[src/rtl/alu_arbiter.sv]
// rtl/alu_arbiter.sv - round-robin arbiter and sequencer sharing one ALU among NREQ requesters
// Optional divide-by-zero guard enabled by defining ALU_ARB_DIVZ_GUARD_EN
module alu_arbiter #(
    parameter int NREQ = 4,
    localparam int ID_W = $clog2(NREQ)
) (
    input  logic                clk,
    input  logic                rst_n,
    input  logic [NREQ-1:0]     req_valid,
    output logic [NREQ-1:0]     req_ready,
    input  logic [NREQ*8-1:0]   req_a,
    input  logic [NREQ*8-1:0]   req_b,
    input  logic [NREQ*4-1:0]   req_cmd,
    output logic                rsp_valid,
    input  logic                rsp_ready,
    output logic [ID_W-1:0]     rsp_id,
    output logic [15:0]         rsp_data,
    output logic                rsp_err,
    output logic [7:0]          alu_a,
    output logic [7:0]          alu_b,
    output logic [3:0]          alu_cmd,
    output logic                alu_oe,
    input  logic [15:0]         alu_dout
);

    typedef enum logic [1:0] {IDLE, EXEC, RESP} state_t;

    state_t          state, state_next;
    logic [ID_W-1:0] rr_ptr;
    logic [ID_W-1:0] owner;
    logic [ID_W-1:0] grant;
    logic            grant_found;
    logic [7:0]      grant_a;
    logic [7:0]      grant_b;
    logic [3:0]      grant_cmd;
    logic            accept;
    logic            divz;
    logic [ID_W:0]   scan;

    // Search starts at rr_ptr and wraps, so the last-served requester goes to the back.
    always_comb begin
        grant_found = 1'b0;
        grant       = '0;
        scan        = '0;
        for (int k = 0; k < NREQ; k++) begin
            scan = {1'b0, rr_ptr} + (ID_W+1)'(k);
            if (scan >= (ID_W+1)'(NREQ))
                scan = scan - (ID_W+1)'(NREQ);
            if (!grant_found && req_valid[scan[ID_W-1:0]]) begin
                grant_found = 1'b1;
                grant       = scan[ID_W-1:0];
            end
        end
    end

    assign grant_a   = req_a[{grant, 3'b000} +: 8];
    assign grant_b   = req_b[{grant, 3'b000} +: 8];
    assign grant_cmd = req_cmd[{grant, 2'b00} +: 4];
    assign accept    = (state == IDLE) && grant_found;

    always_comb begin
        req_ready = '0;
        if (accept)
            req_ready[grant] = 1'b1;
    end

`ifdef ALU_ARB_DIVZ_GUARD_EN
    assign divz = (grant_cmd == 4'b0101) && (grant_b == 8'h00);
`else
    assign divz = 1'b0;
`endif

    always_comb begin
        state_next = state;
        case (state)
            IDLE:    if (accept) state_next = divz ? RESP : EXEC;
            EXEC:    state_next = RESP;
            RESP:    if (rsp_ready) state_next = IDLE;
            default: state_next = IDLE;
        endcase
    end

    always_ff @(posedge clk or negedge rst_n) begin
        if (!rst_n)
            state <= IDLE;
        else
            state <= state_next;
    end

    always_ff @(posedge clk or negedge rst_n) begin
        if (!rst_n) begin
            rr_ptr    <= '0;
            owner     <= '0;
            alu_a     <= '0;
            alu_b     <= '0;
            alu_cmd   <= '0;
            alu_oe    <= 1'b0;
            rsp_valid <= 1'b0;
            rsp_id    <= '0;
            rsp_data  <= '0;
        end else begin
            alu_oe    <= (state_next == EXEC);
            rsp_valid <= (state_next == RESP);
            if (accept) begin
                owner  <= grant;
                rr_ptr <= (grant == ID_W'(NREQ-1)) ? '0 : grant + 1'b1;
                if (!divz) begin
                    alu_a   <= grant_a;
                    alu_b   <= grant_b;
                    alu_cmd <= grant_cmd;
                end else begin
                    rsp_data <= 16'hFFFF;
                    rsp_id   <= grant;
                end
            end
            if (state == EXEC) begin
                rsp_data <= alu_dout;
                rsp_id   <= owner;
            end
        end
    end

`ifdef ALU_ARB_DIVZ_GUARD_EN
    always_ff @(posedge clk or negedge rst_n) begin
        if (!rst_n)
            rsp_err <= 1'b0;
        else if (state == EXEC)
            rsp_err <= 1'b0;
        else if (accept && divz)
            rsp_err <= 1'b1;
    end
`else
    assign rsp_err = 1'b0;
`endif

endmodule

[config.mk]
export PLATFORM = sky130hd
export DESIGN_NAME = alu_arbiter
export DESIGN_NICKNAME = d
export VERILOG_FILES = /design/src/rtl/alu_arbiter.sv
export SDC_FILE = /design/constraint.sdc
export NUM_CORES = 1
export LEC_CHECK = 0
export CAP_MARGIN = 25
export CORE_ASPECT_RATIO = 1.5
export CORE_MARGIN = 10
export CORE_UTILIZATION = 39
export DETAILED_ROUTE_END_ITERATION = 8
export GPL_TIMING_DRIVEN = 0
export PLACE_DENSITY = 0.92
export SETUP_SLACK_MARGIN = 0.4
export SYNTH_ARGS = -nofsm -noshare
export SYNTH_HDL_FRONTEND = slang
export SYNTH_SLANG_ARGS = --single-unit
[constraint.sdc]
create_clock -name clk -period 2.4 [get_ports clk]
set_input_delay 0.24 -clock clk [delete_from_list [all_inputs] [get_ports clk]]
set_output_delay 0.24 -clock clk [all_outputs]
set_load 0.1 [all_outputs]
==> impl_metrics.toml <==
[pwr]
clkPwrFrac_pct = 6.9
p_int_w = 0.00276
ir_worst_vdd_uv = 799
switching_share_pct = 61.0
p_leak_nw = 2.03
comb_power_share_pct = 73.9
p_sw_w = 0.00433
power_density_mw_per_mm2 = 1580
pwr-share-seq_pct = 19.2

[logic_synthesis]
synth_top_area_share_pct = 43.1
ys_ff_latch = 46
synth_cells = 255
synthSimpleGateAreaFrac_pct = 13.3
synth_xor_area_share_pct = 0
synth_cell_types = 30
yosys_warnings = 0
synthesis.nets = 362
yosysSeqAreaShare_pct = 43.1
muxShareOfSynthArea_pct = 15.1
synth_top_family_by_area = "compound AO/OA/AOI/OAI gates"
synth_area_leaders = "dfrtp_1, mux2_2, mux2i_1, o211ai_2, o31ai_1"
yosys.area.top_type = "dfrtp_1"
syn_area_mm2 = 0.00267
synth_adder_area_share_pct = 1.87
syn_avg_cell_area_um2 = 10.5
synth_compound_gate_area_share_pct = 21.9

[critical_path]
worstPathArrival_ps = 1960
cp_max_fo = 7
cp.required_ps = 2160
cp-end-kind = "primary output"
start_kind = "flop"
reg2reg_slack_ps = 440
timing.rr.end = "alu_b[4]$_DFFE_PN0P_"
crit_path_max_incr_delay_ps = 460
cp_cell_sequence = "nor2b_4 > o21a_1 > nor3_4 > buf_6 > inv_6 > ha_4 > and2_4 > buf_12"
path_depth = 8
cpMaxStageDelayCell = "dfrtp_2"
path_delay_family = "flip-flops"
reg2reg_depth = 8
r2r-start = "rr_ptr[1]$_DFFE_PN0P_"
crit_buf_inv = 3
criticalPathCategory = "flop to primary output"

[global_route]
grt_pass1_wl_mm = 15.3
grt_max_degree = 29
overflow = 0
grt_usage_pct = 17.7
grt_pass1_vias = 3025
grt_antenna_before_repair = 0

[sta]
tightest_slew_ps = 998
period_share_pct = 91.5
max_clock_freq_mhz = 455
hold_violations = 0
fin_crit_ps = 2200
setup_ws_ps = 205
max_slew_margin_pct = 33.7
drv_slew = 0
setup_viol = 0
tns_ps = 0
worst_clock_skew_ps = 7.31
rsz0062_at_grt = "true"
worst_hold_slack_ps = 413

[routing]
drc_errors = 0
wl_mm = 9.80
postRouteAntennaNets = 0
dr.pass1.iters = 5
vias = 2702
via_per_inst = 5.46
drt-initial-drc-count = 92
wl_per_cell_um = 19.8

[clock_network]
cts_buffers = 5
cts.clk_slew.worst_paths_ps = 90
clock_latency_ps = 300
tritoncts = "built"
cts_root_buffer = "clkbuf_8"
clock-sinks = 46
clock_path_buffers = 2
htreeDepth = 2

[floorplan]
dieArea_mm2 = 0.0106
die_h_um = 121
num_rows = 36
ios = 148
initial_core_util_pct = 40.7
die_w_um = 87.6
core_area_mm2 = 0.00658

[finish]
final_util_pct = 68.4
n_fill_cell = 504
antennaDiodeCount = 0
final_cell_mix = "clkdlybuf4s50_1, dfrtp_1, dlygate4sd2_1"
drive_above_1_share_pct = 20.5
layout.nets = 525
final_common_cell = "clkdlybuf4s50_1"
area_growth_pct = 68.2
fin_area_mm2 = 0.00450

[placement]
finalWeightedCongestion = 0.861
place_area_mm2 = 0.00426
placement.io_buffers = 146
dp_worst_setup_slack_ps = -1040
post-dp-hpwl_mm = 7.71

[job]
max_cap_violations = 0

[min_path]
min-delay-path-class = "input pin to asynchronous set/reset pin"

[outcome]
status = "finished, final reports clean"
worst max-delay path by stage:
stage                     startpoint  slack [ps]      endpoint
2_1_floorplan  rr_ptr[1]$_DFFE_PN0P_         450  req_ready[3]
3_3_place_gp            req_valid[3]        -960  req_ready[1]
3_5_place_dp            req_valid[3]       -1040  req_ready[1]
4_1_cts        rr_ptr[1]$_DFFE_PN0P_         190  req_ready[0]
5_1_grt        rr_ptr[1]$_DFFE_PN0P_         160  req_ready[1]
6_report       rr_ptr[1]$_DFFE_PN0P_         200  req_ready[2]
layout make-up:
type / count / area, um^2 / area share [%]
Clock buffer: 5 / 68.8 / 1.53
Timing Repair Buffer: 156 / 1540 / 34.2
Multi-Input combinational cell: 182 / 1480 / 32.8
Sequential cell: 46 / 1150 / 25.6
Buffer: 23 / 125 / 2.78
Tap cell: 76 / 95.1 / 2.11
Inverter: 4 / 20.0 / 0.445
Clock inverter: 3 / 21.3 / 0.473
state kept, by name (all words and copies together), names as in the netlist:
signal and cells:
alu_cmd 4, rsp_data 16, alu_a 8, rsp_id 2, alu_b 8, state 2
rr_ptr 2, rsp_valid 1, owner 2, alu_oe 1
metrics by stage:
stage                     total power, W  instances
after floorplan                  0.00533        255
after global placement           0.00653        477
after detailed placement         0.00665        478
after CTS                        0.00705        492
after global routing             0.00742        495
final                            0.00709        495
power by group through the flow:
stage	registers (W)	logic [W]	clock network, W
after floorplan	0.00377	0.00156	0
after global placement	0.00136	0.00517	0
after detailed placement	0.00139	0.00526	0
after CTS	0.00137	0.00519	0.000497
after global routing	0.00141	0.00548	0.000528
final	0.00136	0.00524	0.000487
metal layers:
metal / global-route usage, % / vias up / wire [um]
met2: 32.2 / 114 / 5320
met1: 17.1 / 1300 / 3370
li1: - / 1268 / -
met4: 7.20 / 0 / 295
met3: 6.79 / 20 / 815
met5: 0 / - / 0
synth_stat cells (all sizes together):
cell,instances
a211o,4
a211oi,1
a21o,17
a21oi,2
a22o,1
and2,4
buf,6
clkbuf,17
conb,1
dfrtp,46
ha,4
inv,4
mux2,18
mux2i,20
nand2,32
nand2b,3
nand4,20
nor2,8
nor2b,1
nor3,1
nor3b,1
o211ai,20
o21a,1
o21ai,2
o31ai,20
or2,1
cell families after synthesis:
group / count (synthesis)
flip-flops: 46
AND/OR/NAND/NOR: 71
AO/OA/AOI/OAI: 68
multiplexers: 38
buffers and inverters: 27
other: 1
adder cells (fa/ha/maj): 4
what timing repair did:
item	in CTS	in global routing
pin swaps	4	2
endpoints found under the hold margin	18	0
setup endpoints to repair	53	24
hold buffers	1	0
gates cloned	0	0
buffers inserted	5	3
gates resized for setup	90	18
Note: power is estimated with default switching activity, not from simulation.
